**src/rtl/icache_refill_if.sv**
```systemverilog
// Wishbone classic read port between the icache refill engine (master)
// and the memory side (slave).
//
// Handshake: a beat is offered while wb_cyc_o && wb_stb_o are high, with
// wb_adr_o held stable. It completes on the clock edge where the slave
// returns wb_ack_i (data on wb_dat_i) or wb_err_i. The master may change
// the address only after that edge. wb_err_i takes priority over wb_ack_i.
interface icache_refill_if;
  logic        wb_cyc_o;
  logic        wb_stb_o;
  logic        wb_we_o;
  logic [3:0]  wb_sel_o;
  logic [31:0] wb_adr_o;
  logic [31:0] wb_dat_i;
  logic        wb_ack_i;
  logic        wb_err_i;

  modport master (
    output wb_cyc_o, wb_stb_o, wb_we_o, wb_sel_o, wb_adr_o,
    input  wb_dat_i, wb_ack_i, wb_err_i
  );

  modport slave (
    input  wb_cyc_o, wb_stb_o, wb_we_o, wb_sel_o, wb_adr_o,
    output wb_dat_i, wb_ack_i, wb_err_i
  );
endinterface

```
**src/rtl/icache_refill.sv**
```systemverilog
// icache miss handler: on a fetch miss, reads the 128-bit pack as four
// 32-bit Wishbone classic reads, then strobes it into icache for one cycle.
// Bus errors and per-beat timeouts abort the refill and raise a fault pulse.
module icache_refill #(
  parameter int unsigned TIMEOUT = 255
) (
  input  logic                wb_clk_i,
  input  logic                rst,
  input  logic [27:0]         curr_PC,
  input  logic                fetch_valid,
  input  logic                cache_hit,
  input  logic                flush,
  output logic [127:0]        new_entry,
  output logic                entry_valid,
  output logic                busy,
  output logic                fault,
  output logic [27:0]         fault_addr,
  output logic [1:0]          dbg_state,
  icache_refill_if.master     wb
);

  typedef enum logic [1:0] {
    S_IDLE = 2'd0,
    S_READ = 2'd1,
    S_DONE = 2'd2
  } state_t;

  // Last timer value tolerated on one beat before it counts as a timeout.
  localparam logic [7:0] TMO_LAST = 8'(TIMEOUT - 1);

  state_t      state;
  logic [27:0] pc_q;
  logic [1:0]  idx;
  logic [7:0]  timer;
  logic        cyc_q;
  logic        stb_q;
  logic [31:0] adr_q;

  assign wb.wb_cyc_o = cyc_q;
  assign wb.wb_stb_o = stb_q;
  assign wb.wb_adr_o = adr_q;
  assign wb.wb_we_o  = 1'b0;
  assign wb.wb_sel_o = 4'hF;

  assign busy      = (state != S_IDLE);
  assign dbg_state = state;

  // Refill FSM: all bus and icache-facing outputs are registered here.
  always_ff @(posedge wb_clk_i) begin
    if (rst) begin
      state       <= S_IDLE;
      pc_q        <= '0;
      idx         <= '0;
      timer       <= '0;
      cyc_q       <= 1'b0;
      stb_q       <= 1'b0;
      adr_q       <= '0;
      new_entry   <= '0;
      entry_valid <= 1'b0;
      fault       <= 1'b0;
      fault_addr  <= '0;
    end else begin
      entry_valid <= 1'b0;
      fault       <= 1'b0;
      case (state)
        S_IDLE: begin
          if (fetch_valid && !cache_hit && !flush) begin
            pc_q  <= curr_PC;
            idx   <= 2'd0;
            timer <= 8'd0;
            cyc_q <= 1'b1;
            stb_q <= 1'b1;
            adr_q <= {curr_PC, 4'h0};
            state <= S_READ;
          end
        end
        S_READ: begin
          if (flush) begin
            // Redirect: drop the bus, any same-cycle data is discarded.
            cyc_q <= 1'b0;
            stb_q <= 1'b0;
            state <= S_IDLE;
          end else if (wb.wb_err_i) begin
            fault      <= 1'b1;
            fault_addr <= pc_q;
            cyc_q      <= 1'b0;
            stb_q      <= 1'b0;
            state      <= S_IDLE;
          end else if (wb.wb_ack_i) begin
            new_entry[{idx, 5'd0} +: 32] <= wb.wb_dat_i;
            timer <= 8'd0;
            if (idx == 2'd3) begin
              cyc_q <= 1'b0;
              stb_q <= 1'b0;
              state <= S_DONE;
            end else begin
              idx   <= idx + 2'd1;
              adr_q <= {pc_q, idx + 2'd1, 2'b00};
            end
          end else if (timer == TMO_LAST) begin
            fault      <= 1'b1;
            fault_addr <= pc_q;
            cyc_q      <= 1'b0;
            stb_q      <= 1'b0;
            state      <= S_IDLE;
          end else begin
            timer <= timer + 8'd1;
          end
        end
        S_DONE: begin
          // icache tags with the live curr_PC, so only write if it still matches.
          entry_valid <= (curr_PC == pc_q) && !flush;
          state       <= S_IDLE;
        end
        default: state <= S_IDLE;
      endcase
    end
  end

endmodule

```
**src/flat_wrapper.sv**
```systemverilog
// flat-port wrapper written by rule: the top's interface ports become plain ports
module icache_refill_flat 
#(
  parameter int unsigned TIMEOUT = 255
)
  (wb_clk_i, rst, curr_PC, fetch_valid, cache_hit, flush, new_entry, entry_valid, busy, fault, fault_addr, dbg_state, wb_wb_cyc_o, wb_wb_stb_o, wb_wb_we_o, wb_wb_sel_o, wb_wb_adr_o, wb_wb_dat_i, wb_wb_ack_i, wb_wb_err_i);
  icache_refill_if wb_i ();
  input  logic wb_clk_i;
  input  logic rst;
  input  logic [27:0] curr_PC;
  input  logic fetch_valid;
  input  logic cache_hit;
  input  logic flush;
  output logic [127:0] new_entry;
  output logic entry_valid;
  output logic busy;
  output logic fault;
  output logic [27:0] fault_addr;
  output logic [1:0] dbg_state;
  output wire logic [$bits(wb_i.wb_cyc_o)-1:0] wb_wb_cyc_o;
  output wire logic [$bits(wb_i.wb_stb_o)-1:0] wb_wb_stb_o;
  output wire logic [$bits(wb_i.wb_we_o)-1:0] wb_wb_we_o;
  output wire logic [$bits(wb_i.wb_sel_o)-1:0] wb_wb_sel_o;
  output wire logic [$bits(wb_i.wb_adr_o)-1:0] wb_wb_adr_o;
  input wire logic [$bits(wb_i.wb_dat_i)-1:0] wb_wb_dat_i;
  input wire logic [$bits(wb_i.wb_ack_i)-1:0] wb_wb_ack_i;
  input wire logic [$bits(wb_i.wb_err_i)-1:0] wb_wb_err_i;
  assign wb_wb_cyc_o = wb_i.wb_cyc_o;
  assign wb_wb_stb_o = wb_i.wb_stb_o;
  assign wb_wb_we_o = wb_i.wb_we_o;
  assign wb_wb_sel_o = wb_i.wb_sel_o;
  assign wb_wb_adr_o = wb_i.wb_adr_o;
  assign wb_i.wb_dat_i = wb_wb_dat_i;
  assign wb_i.wb_ack_i = wb_wb_ack_i;
  assign wb_i.wb_err_i = wb_wb_err_i;
  icache_refill #(.TIMEOUT(TIMEOUT)) u_core (.wb_clk_i(wb_clk_i), .rst(rst), .curr_PC(curr_PC), .fetch_valid(fetch_valid), .cache_hit(cache_hit), .flush(flush), .new_entry(new_entry), .entry_valid(entry_valid), .busy(busy), .fault(fault), .fault_addr(fault_addr), .dbg_state(dbg_state), .wb(wb_i));
endmodule
```
**config.mk**
```make
export PLATFORM = sky130hd
export DESIGN_NAME = icache_refill_flat
export DESIGN_NICKNAME = d
export VERILOG_FILES = /design/src/rtl/icache_refill_if.sv /design/src/rtl/icache_refill.sv /design/src/flat_wrapper.sv
export SDC_FILE = /design/constraint.sdc
export NUM_CORES = 1
export LEC_CHECK = 0
export ABC_AREA = 1
export CORE_UTILIZATION = 35
export DETAILED_ROUTE_END_ITERATION = 12
export HOLD_SLACK_MARGIN = 0.06
export PLACE_DENSITY = 0.7
export SLEW_MARGIN = 20
export SYNTH_ARGS = -nofsm -noshare
export SYNTH_HDL_FRONTEND = slang
export SYNTH_SLANG_ARGS = --single-unit
```
**constraint.sdc**
```tcl
create_clock -name wb_clk_i -period 1.81 [get_ports wb_clk_i]
set_clock_uncertainty 0.1 [all_clocks]
set_input_delay 0.543 -clock wb_clk_i [delete_from_list [all_inputs] [get_ports wb_clk_i]]
set_output_delay 0.543 -clock wb_clk_i [all_outputs]
set_load 0.03 [all_outputs]
```
==> results of run 1 <==
## final timing paths
kind                                                           to  slack [ns]  depth (start not counted)
worst max-delay path            u_core.new_entry[89]$_SDFFE_PP0P_      -0.001                         10
worst min-delay path            u_core.new_entry[66]$_SDFFE_PP0P_        0.37                          2
worst max register to register  u_core.new_entry[89]$_SDFFE_PP0P_      -0.001                         10
worst min register to register  u_core.new_entry[66]$_SDFFE_PP0P_        0.37                          2
## flip-flops by register name, summed over array words and instances (netlist names)
signal	cells
u_core.new_entry	128
u_core.wb.wb_adr_o	29
u_core.fault_addr	28
u_core.pc_q	28
u_core.timer	8
u_core.dbg_state	2
u_core.entry_valid	1
u_core.fault	1
u_core.idx	1
u_core.wb.wb_cyc_o	1
## power by group
group	total, W	internal, W	switching (W)
clock network	0.00541	0.00327	0.00214
logic	0.00142	0.000577	0.000839
registers	0.00515	0.00509	0.0000647
## timing repair
action                                  CTS  global route
gates resized for setup                 758            82
gates cloned                              1             2
buffers inserted                          5            15
pin swaps                                 1             9
endpoints found under the setup margin  160           141
## Yosys cell counts, types with 8 or more instances
master | instances | share of area
inv_1 | 112 | 0.041
o21ai_1 | 16 | 0.0078
nor3_1 | 47 | 0.023
nand2_1 | 229 | 0.084
nor2_1 | 431 | 0.16
buf_6 | 12 | 0.013
inv_2 | 8 | 0.0029
buf_4 | 15 | 0.011
o21ai_0 | 171 | 0.084
nand3_1 | 17 | 0.0083
nand3b_1 | 29 | 0.021
a21oi_1 | 62 | 0.030
buf_2 | 16 | 0.0078
clkbuf_1 | 50 | 0.018
dfxtp_1 | 227 | 0.45
## cell type report
type | instances | area (um2) | area share
Multi-Input combinational cell | 1050 | 4765 | 0.3245
Timing Repair Buffer | 378 | 3520 | 0.2397
Clock buffer | 40 | 785.8 | 0.05351
Inverter | 123 | 480.5 | 0.03272
Sequential cell | 227 | 4559 | 0.3105
Clock inverter | 8 | 93.84 | 0.006391
Tap cell | 384 | 480.5 | 0.03272
## metal layers
layer,global-route usage,share of wire,vias to the layer above
li1,-,-,5300
met1,0.2643,0.41,4826
met2,0.3868,0.48,386
met3,0.05695,0.080,63
met4,0.07633,0.031,0
met5,0,0,-
## logic make-up after synthesis
family          after synthesis  share of synthesized area
other cells                   2                  0.0007358
flops                       227                     0.4453
simple gates                774                     0.3142
fa+ha+maj                     7                   0.008581
xor+xnor                     11                   0.009440
buf+inv                     222                    0.09820
compound gates              251                     0.1236
## through the flow
| step | hold slack, ns | util |
|---|---|---|
| floorplan | 0.3550 | - |
| global placement | 0.3627 | 0.4942 |
| detailed placement | 0.3676 | 0.4942 |
| CTS | 0.3764 | 0.5051 |
| global route | 0.4027 | 0.5116 |
| finish | 0.3730 | 0.5116 |
## worst max-delay path, cell delays in order, from the launching register on
cell and delay [ns]:
dfxtp_4 0.38, inv_4 0.05, ha_4 0.28, inv_4 0.04, nor2_4 0.18, clkinv_4 0.08
buf_12 0.14, buf_6 0.11, nor3_2 0.17, o21ai_1 0.07, nor2_1 0.12
==> run metrics, run 1 <==
outcome finished with violations; violated checks setup timing; H-Tree Depth 1; IO buf count 259; first-pass GRT wire length 53,320 um; post-synthesis register bit count 227; leakage power 6.947 nW; Max VDD drop 0.0005441 V; Worst setup startpoint u_core.idx[0]$_SDFFE_PP0P_; setup_tns -0.001267 ns; Die W 172.8 um; RSZ-0062 raised after global routing true; Mapped Avg Cell Area 6.831 um2; Core Box Area 0.02870 mm2; Bufs on Longest Clock Path 3; share of cells above drive strength 1 0.2223; WS Path Type reg -> reg; full die area 0.02985 mm2; most common cell after layout, fill and taps aside nor2_1; fin nets 1,880; worst min path class reg -> reg; Initial DRC Count 726; hold_buf cts 0; Syn. warnings 0; initial antenna violation count 0; Post-Syn Instances 1,494; total CTS buffers 26; Wirelength per Cell 15.84 um; Clock Latency Late Sink 0.53 ns; Initial Util 0.3556; PnR Total Power 0.01198 W; Post-Syn Area 0.01021 mm2; antenna-violating nets left 0; Post-synth ARST share 0; Fmax 552.1 MHz; Final Instance Area 0.01468 mm2; fill count 2,825; Most used DFF post-synth dfxtp_1; Ports 267; clock slew at reported path FFs 0.06 ns; Final Critical Period 1.811 ns; final setup vio count 1; r2r startpoint u_core.idx[0]$_SDFFE_PP0P_; DP HPWL 24,930 um; GPL Wtd Cong 0.9603; dpl ws -0.5254 ns; setup ws final -0.001267 ns; CTS tree yes; die height 172.8 um; DRT Pass-1 Iters 5; diode count 0; total track usage 0.2222; Via-to-Cell Ratio 4.785; startpoint type of the worst setup path register; Critical Path RT 2.17 ns; DRC viols 0; hold_sp u_core.new_entry[66]$_SDFFE_PP0P_; Unique masters post-synth 33; largest net degree at the start of global routing 57; most frequent cells in the layout 423 x nor2_1, 227 x nand2_1, 221 x dfxtp_1; Cell Area, Placed 0.01418 mm2; Cells after DPL 2,139; MaxCap Viol Count 0; clk sink count 227; vias in the first global route 9,951; CP arrival 2.17 ns; crit-path max FO 6; Post-Route WL 35,010 um; number of synthesized flops with an enable pin 0; Final Non-Filler Cells 2,210; PwrDens 815.6 mW/mm2; row count 62; Layout area overhead 43.88%; Clock Root Buffer clkbuf_16; Slew Viols, Final 0; Crit. End Element register; routed vias 10,580; Fin. Hold Viols 0; post-synthesis sequential area ratio 0.4453; gr ovfl total 0; Final period util 1.001
No activity file was read; power rests on OpenSTA's default activity.
==> run 2, diff against run 1 <==
SLEW_MARGIN = 10   (was 20)
==> results of run 2 <==
The final DEF is identical to that of run 1; final timing and power are the same.
